[src/rtl/hazard_scoreboard.sv]
// hazard_scoreboard: decode-stage RAW/buffer-wait stall generator built on a
// shift register of in-flight destination tags, one slot per stage between
// ID and register-file write.
module hazard_scoreboard #(
   parameter int REG_ADDR_W = 5,
   parameter int PIPE_DEPTH = 3,
   parameter int CNT_W      = 16
) (
   input  logic                  Clk,
   input  logic                  Rst,
   input  logic                  ID_valid,
   input  logic [REG_ADDR_W-1:0] ID_rs,
   input  logic [REG_ADDR_W-1:0] ID_rt,
   input  logic                  ID_use_rs,
   input  logic                  ID_use_rt,
   input  logic                  ID_RegWrite,
   input  logic [REG_ADDR_W-1:0] ID_WriteRegister,
   input  logic                  ID_all_buff,
   input  logic                  all_buf_flags,
   input  logic                  flush,
   input  logic                  stat_clear,
   output logic                  ID_stall,
   output logic [1:0]            stall_reason,
   output logic [PIPE_DEPTH-1:0] inflight_mask,
   output logic [CNT_W-1:0]      stall_count
);

   logic [PIPE_DEPTH-1:0] slot_v;
   logic [REG_ADDR_W-1:0] slot_tag [PIPE_DEPTH];

   logic hit_rs;
   logic hit_rt;
   logic live;
   logic raw_rs;
   logic raw_rt;
   logic buf_wait;
   logic enqueue;

   // Look up both source registers against every in-flight destination tag;
   // register 0 is never a hazard.
   always_comb begin
      hit_rs = 1'b0;
      hit_rt = 1'b0;
      for (int i = 0; i < PIPE_DEPTH; i++) begin
         if (slot_v[i] && (slot_tag[i] == ID_rs)) hit_rs = 1'b1;
         if (slot_v[i] && (slot_tag[i] == ID_rt)) hit_rt = 1'b1;
      end
      if (ID_rs == '0) hit_rs = 1'b0;
      if (ID_rt == '0) hit_rt = 1'b0;
   end

   // Qualify the hazards with a live, unflushed ID instruction and encode the
   // stall with rs > rt > buffer-wait priority.
   always_comb begin
      live         = ID_valid & ~flush & ~Rst;
      raw_rs       = live & ID_use_rs & hit_rs;
      raw_rt       = live & ID_use_rt & hit_rt;
      buf_wait     = live & ID_all_buff & ~all_buf_flags;
      ID_stall     = raw_rs | raw_rt | buf_wait;
      stall_reason = 2'd0;
      if (raw_rs) begin
         stall_reason = 2'd1;
      end else if (raw_rt) begin
         stall_reason = 2'd2;
      end else if (buf_wait) begin
         stall_reason = 2'd3;
      end
      enqueue = ID_valid & ~flush & ~ID_stall & ID_RegWrite &
                (ID_WriteRegister != '0);
   end

   // Advance the tag pipeline every cycle; a stalled or flushed ID pushes a
   // bubble, and the oldest slot drops off as its write completes.
   always_ff @(posedge Clk) begin
      if (Rst) begin
         slot_v <= '0;
         for (int i = 0; i < PIPE_DEPTH; i++) slot_tag[i] <= '0;
      end else begin
         for (int i = PIPE_DEPTH - 1; i >= 1; i--) begin
            slot_v[i]   <= slot_v[i-1];
            slot_tag[i] <= slot_tag[i-1];
         end
         slot_v[0]   <= enqueue;
         slot_tag[0] <= ID_WriteRegister;
      end
   end

   // Saturating stalled-cycle counter; a clear wins over a simultaneous stall.
   always_ff @(posedge Clk) begin
      if (Rst) begin
         stall_count <= '0;
      end else if (stat_clear) begin
         stall_count <= '0;
      end else if (ID_stall && (stall_count != '1)) begin
         stall_count <= stall_count + 1'b1;
      end
   end

   assign inflight_mask = slot_v;

endmodule

[config.mk]
export PLATFORM = sky130hd
export DESIGN_NAME = hazard_scoreboard
export DESIGN_NICKNAME = d
export VERILOG_FILES = /design/src/rtl/hazard_scoreboard.sv
export SDC_FILE = /design/constraint.sdc
export NUM_CORES = 1
export LEC_CHECK = 0
export ABC_CLOCK_PERIOD_IN_PS = 4850
export CORE_UTILIZATION = 37
export DETAILED_ROUTE_END_ITERATION = 8
export PLACE_DENSITY = 0.67
export SYNTH_ARGS = -nofsm -noshare
export SYNTH_HDL_FRONTEND = slang
export SYNTH_SLANG_ARGS = --single-unit
[constraint.sdc]
create_clock -name Clk -period 4.85 [get_ports Clk]
set_input_delay 0.485 -clock Clk [delete_from_list [all_inputs] [get_ports Clk]]
set_output_delay 0.485 -clock Clk [all_outputs]
set_load 0.05 [all_outputs]
==> results of run 1 <==
-- area by class of cell --
class,count,area (sq um),share of cell area (%)
inverter,1,3.75,0.152
clock inverter,2,12.5,0.508
tap,67,83.8,3.40
multi-input combinational,160,1130,45.9
clock buffer,6,82.6,3.35
sequential,34,681,27.6
timing repair buffer,47,468,19.0
-- report_power, final --
group	total (mW)	switching [mW]	leakage (nW)	internal (mW)
combinational	0.0678	0.0310	0.582	0.0369
sequential	0.291	0.00594	0.277	0.285
clock	0.220	0.106	0.0472	0.114
-- through the flow --
stage / instance area, sq um / util [%] / hold WS [ps]
floorplan: 1840 / - / 484
global placement: 2370 / 49.8 / 494
detailed placement: 2370 / 49.8 / 499
CTS: 2460 / 51.8 / 510
global route: 2460 / 51.8 / 534
finish: 2460 / 51.8 / 504
-- Yosys cell counts (3+ instances only) --
cell type	n
a31o_1	4
nor2_1	16
a21oi_1	6
nor4_2	3
dfxtp_1	34
or3_1	3
nand3_1	12
a211oi_1	3
nand2_1	18
and3_1	6
nor2b_1	17
xor2_1	16
clkbuf_1	4
nand4_1	3
xnor2_1	18
-- sequential cells by signal, indices dropped and copies added, names as in the netlist --
| signal | flops |
|---|---|
| slot_tag | 15 |
| stall_count | 16 |
| inflight_mask | 3 |
-- worst max-delay path: stages --
cell             delay (ps)
clkdlybuf4s50_1         390
buf_4                   200
nor3b_2                 380
and3b_1                 330
a31o_2                  170
o22ai_4                 110
nand2_1                 160
clkdlybuf4s50_1         820
-- final timing paths --
path / cells past startpoint / slack [ps] / to / from
max: 8 / 1300 / ID_stall / Rst
min reg2reg: 2 / 500 / stall_count[10] / stall_count[10]
min: 2 / 500 / stall_count[10] / stall_count[10]
max reg2reg: 7 / 2640 / stall_count[14] / slot_tag[0][6]
-- metal layers --
layer  vias to the layer above  track usage [%]  part of all wire (%)
met5                         -                0                     0
met4                         0             5.88                  0.71
met3                         4             4.17                   5.2
met2                        47             26.8                    46
met1                       733             25.9                    48
li1                        802                -                     -
-- kinds of logic (layout without fill, tap and decap cells) --
kind of cell,after synthesis,in the layout
simple gates,91,91
xor+xnor,34,34
flops,34,34
compound gates,32,32
buf+inv,6,56
mux,2,2
fa+ha+maj,1,1
==> impl_metrics.toml, run 1 <==
[yosys]
syn_inst = 200
ys_types = 45
synth_area_sq_mm = 0.00184
synth_top_family_by_area = "simple AND/OR/NAND/NOR gates"
synth_top_area_cell = "dfxtp_1"
synth-edff-count = 0
synth-xor-area-share_pct = 16.2
netlist.area_leader.share_pct = 37.0
synthTopCellsByArea = "dfxtp_1, xnor2_1, xor2_1, nor2b_1, nand2_1"
ys_ff_latch = 34
synthArstFlopShare_pct = 0
synth_mux_area_share_pct = 1.09
synth_compound_area_share_pct = 15.0
synth_ff_type = "dfxtp_1"
synth-simple-area-share_pct = 28.5
syn-num-nets = 226
yosys.area_share.adder_pct = 0.679
yosys_warnings = 0
synth_area_per_cell_sq_um = 9.21
ys_seq_area_share_pct = 37.0

[routing]
routed_wl_um = 4400
ant_nets = 0
dr.pass1.iters = 4
via_count = 1586
viasPerCell = 5.00
drc = 0
drtIter0Drc = 109
drt-wirelength-per-cell_um = 13.9

[placement]
dp_cells = 309
place.gp.congestion = 0.847
port_buffers = 46
place_hpwl_um = 3340
dp_slack_ps = 1290

[layout]
final_cell_mix = "clkdlybuf4s50_1, dfxtp_1, xnor2_1, nand2_1, nor2b_1"
layout.cells.most_common = "clkdlybuf4s50_1"
nNetsFinal = 275
fillers = 468
drive_above_1_share_pct = 10.8
syn2layout_area_growth_pct = 33.7
diodes = 0
finalNonFillerCells = 317

[sta]
min_period_ps = 3550
clock_skew_ps = 4.42
maxSlewViolCount = 0
worst_slew_pin_slew_ps = 774
setup_tns_ps = 0
clock.fmax_mhz = 282
finalCritPeriodShare_pct = 73.1
rsz0062_at_grt = "no"
finalSetupViolCount = 0
slew_headroom_pct = 48.2
hold_viol_final = 0
worst_slack_ps = 1300

[floorplanning]
initial_core_util_pct = 38.7
dieArea_sq_mm = 0.00526
fp-row-count = 25
coreArea_sq_mm = 0.00475
die_w_um = 72.6
pin_count = 47
die_height_um = 72.6

[clock_tree]
cts_hold_buffers = 0
cts.sinks = 34
cts_setup_buffers = 0
numCtsBuffers = 5
ctsHtreeMaxLevel = 2
cts_resized = 0
path_clk_slew_ps = 70
cts_tree = "done"
cts_root_buf = "clkbuf_8"
clk_path_buf_depth = 2
clock_latency_ps = 290

[worst_setup_path]
path_max_fanout = 22
end_kind = "output pin"
critPathKind = "in2out"
cp-start-kind = "input port"
crit_required_ps = 4370
critPathArrivalTime_ps = 3060

[global_route]
antenna_found_initial = 0
grt_pass1_vias = 1466
grt_max_degree = 23
grt_overflow = 0
grt_first_pass_wirelength_um = 7230
grt_usage_pct = 18.1

[min_path]
hold_class = "reg2reg"

[power_and_ir_drop]
vdd_drop_max_mv = 0.0958
p_per_area_mw_per_mm2 = 235
cellLeakagePower_nw = 0.906
finalPower_mw = 0.579

[run_status]
status = "completed"

[job]
drv_cap = 0
(Power assumes the default switching activity.)
==> run 2, diff against run 1 <==
--- a/config.mk
+++ b/config.mk
@@ -5,7 +5,7 @@
 export SDC_FILE = /design/constraint.sdc
 export NUM_CORES = 1
 export LEC_CHECK = 0
-export ABC_CLOCK_PERIOD_IN_PS = 4850
+export ABC_CLOCK_PERIOD_IN_PS = 3700
 export CORE_UTILIZATION = 37
 export DETAILED_ROUTE_END_ITERATION = 8
 export PLACE_DENSITY = 0.67
==> constraint.sdc (replaced) <==
create_clock -name Clk -period 3.7 [get_ports Clk]
set_input_delay 0.37 -clock Clk [delete_from_list [all_inputs] [get_ports Clk]]
set_output_delay 0.37 -clock Clk [all_outputs]
set_load 0.05 [all_outputs]
==> impl_metrics.toml, run 2 (synthesis gave the netlist of run 1 again) <==
[power_and_ir_drop]
vdd_drop_max_mv = 0.205
p_sw_share_pct = 23.4
p_switching_mw = 0.174
p_per_area_mw_per_mm2 = 303
finalPower_mw = 0.746
internal-power_mw = 0.572
comb_power_share_pct = 11.8
clock_power_share_pct = 37.0
p_seq_share_pct = 51.2
cellLeakagePower_nw = 0.914

[layout]
seq_area_sq_um = 681
largest-register = "stall_count"
syn2layout_area_growth_pct = 33.9
layout.cells.most_common = "clkdlybuf4s50_1"
diodes = 0
final_util_pct = 51.9
multiInputGateArea_sq_mm = 0.00113
drive_above_1_share_pct = 11.2
nNetsFinal = 275
final_cell_mix = "clkdlybuf4s50_1, dfxtp_1, xnor2_1, nand2_1, nor2b_1"
largest_reg_flops = 16
fillers = 479

[placement]
port_buffers = 46
place_hpwl_um = 3230
place.gp.congestion = 0.892
dp_slack_ps = 603

[worst_setup_path]
path_max_fanout = 7
crit_path_frequent_cell = "clkdlybuf4s50_1"
cp-start-kind = "input port"
cpMaxStageDelayCell = "clkdlybuf4s50_1"
critPathArrivalTime_ps = 2730
slowest_delay_ps = 790
crit_chain = "clkdlybuf4s50_1, xor2_1, nor4_1, nand3_1, a31o_4, nand2_1, clkdlybuf4s50_1"
cp_num_buf_inv = 2
crit_required_ps = 3330
end_kind = "output pin"
critPathKind = "in2out"
cp_top_family = "buffers and inverters"

[sta]
clock_skew_ps = 4.07
setup_tns_ps = 0
worst_slew_pin_slew_ps = 744
finalCritPeriodShare_pct = 83.8
hold_viol_final = 0
rsz0062_at_grt = "no"
min_period_ps = 3100
finalSetupViolCount = 0
slew_headroom_pct = 50.2
clock.fmax_mhz = 323
maxSlewViolCount = 0
worst_slack_ps = 600

[global_route]
grt_usage_pct = 17.3
grt_pass1_vias = 1474
grt_first_pass_wirelength_um = 7050
antenna_found_initial = 0
grt_overflow = 0
grt_max_degree = 22

[clock_tree]
cts_tree = "done"
numCtsBuffers = 5
cts_root_buf = "clkbuf_8"
cts_hold_buffers = 0
cts_setup_buffers = 0
path_clk_slew_ps = 70
ctsHtreeMaxLevel = 2
cts.sinks = 34
clk_path_buf_depth = 2
cts_resized = 0
clock_latency_ps = 270

[routing]
viasPerCell = 4.89
routed_wl_um = 4220
via_count = 1551
dr.pass1.iters = 4
drtIter0Drc = 120
drt-wirelength-per-cell_um = 13.3
drc = 0
ant_nets = 0

[floorplanning]
dieArea_sq_mm = 0.00526
die_height_um = 72.6
coreArea_sq_mm = 0.00475
initial_core_util_pct = 38.7
die_w_um = 72.6
pin_count = 47
fp-row-count = 25

[min_path]
hold_class = "reg2reg"

[run_status]
status = "completed"

[job]
drv_cap = 0
[run 2: changes by cell type in the layout (fill, tap and decap cells not counted), sizes merged]
cell	before	now
clkbuf	6	7
clkdlybuf4s50	46	44
clkinvlp	1	0
buf	1	3
[run 2: metal layers]
| metal | up-vias | GRT usage [%] | wire length (um) |
|---|---|---|---|
| met5 | - | 0 | 0 |
| met2 | 33 | 25.4 | 1870 |
| met4 | 0 | 5.45 | 46 |
| li1 | 804 | - | - |
| met3 | 4 | 2.64 | 115 |
| met1 | 710 | 25.7 | 2190 |
[run 2: power by group through the flow]
stage | clock [mW] | combinational, mW | sequential [mW]
3_3_place_gp | 0 | 0.0881 | 0.390
3_5_place_dp | 0 | 0.0883 | 0.390
5_1_grt | 0.297 | 0.0954 | 0.383
4_1_cts | 0.285 | 0.0887 | 0.382
2_1_floorplan | 0 | 0.0440 | 0.389
6_report | 0.276 | 0.0880 | 0.382
[run 2: worst paths after layout]
path	start	end	slack (ps)	depth (start not counted)
worst max-delay path	ID_rs[1]	stall_reason[0]	600	7
worst min-delay path	stall_count[1]	stall_count[1]	500	2
worst max register to register	slot_tag[0][6]	stall_count[14]	1430	7
worst min register to register	stall_count[1]	stall_count[1]	500	2
[run 2: through the flow]
stage / hold slack [ps] / instance area, sq um / cells
floorplan: 484 / 1840 / 200
global placement: 492 / 2370 / 309
detailed placement: 495 / 2370 / 309
CTS: 508 / 2470 / 317
global route: 535 / 2470 / 317
finish: 503 / 2470 / 317
[run 2: cell type report]
cell class,count,share of cell area [%]
Multi-Input combinational cell,160,45.9
Sequential cell,34,27.6
Timing Repair Buffer,47,19.3
Clock buffer,7,3.50
Tap cell,67,3.40
Clock inverter,1,0.203
Inverter,1,0.152
[run 2: worst reg2reg max path, stage by stage (launching register included)]
cell and delay (ps):
dfxtp_1 350, xor2_1 160, nor4_1 340, nand3_1 170, a31o_4 280, a21oi_4 420
a41oi_1 200, a41o_1 240
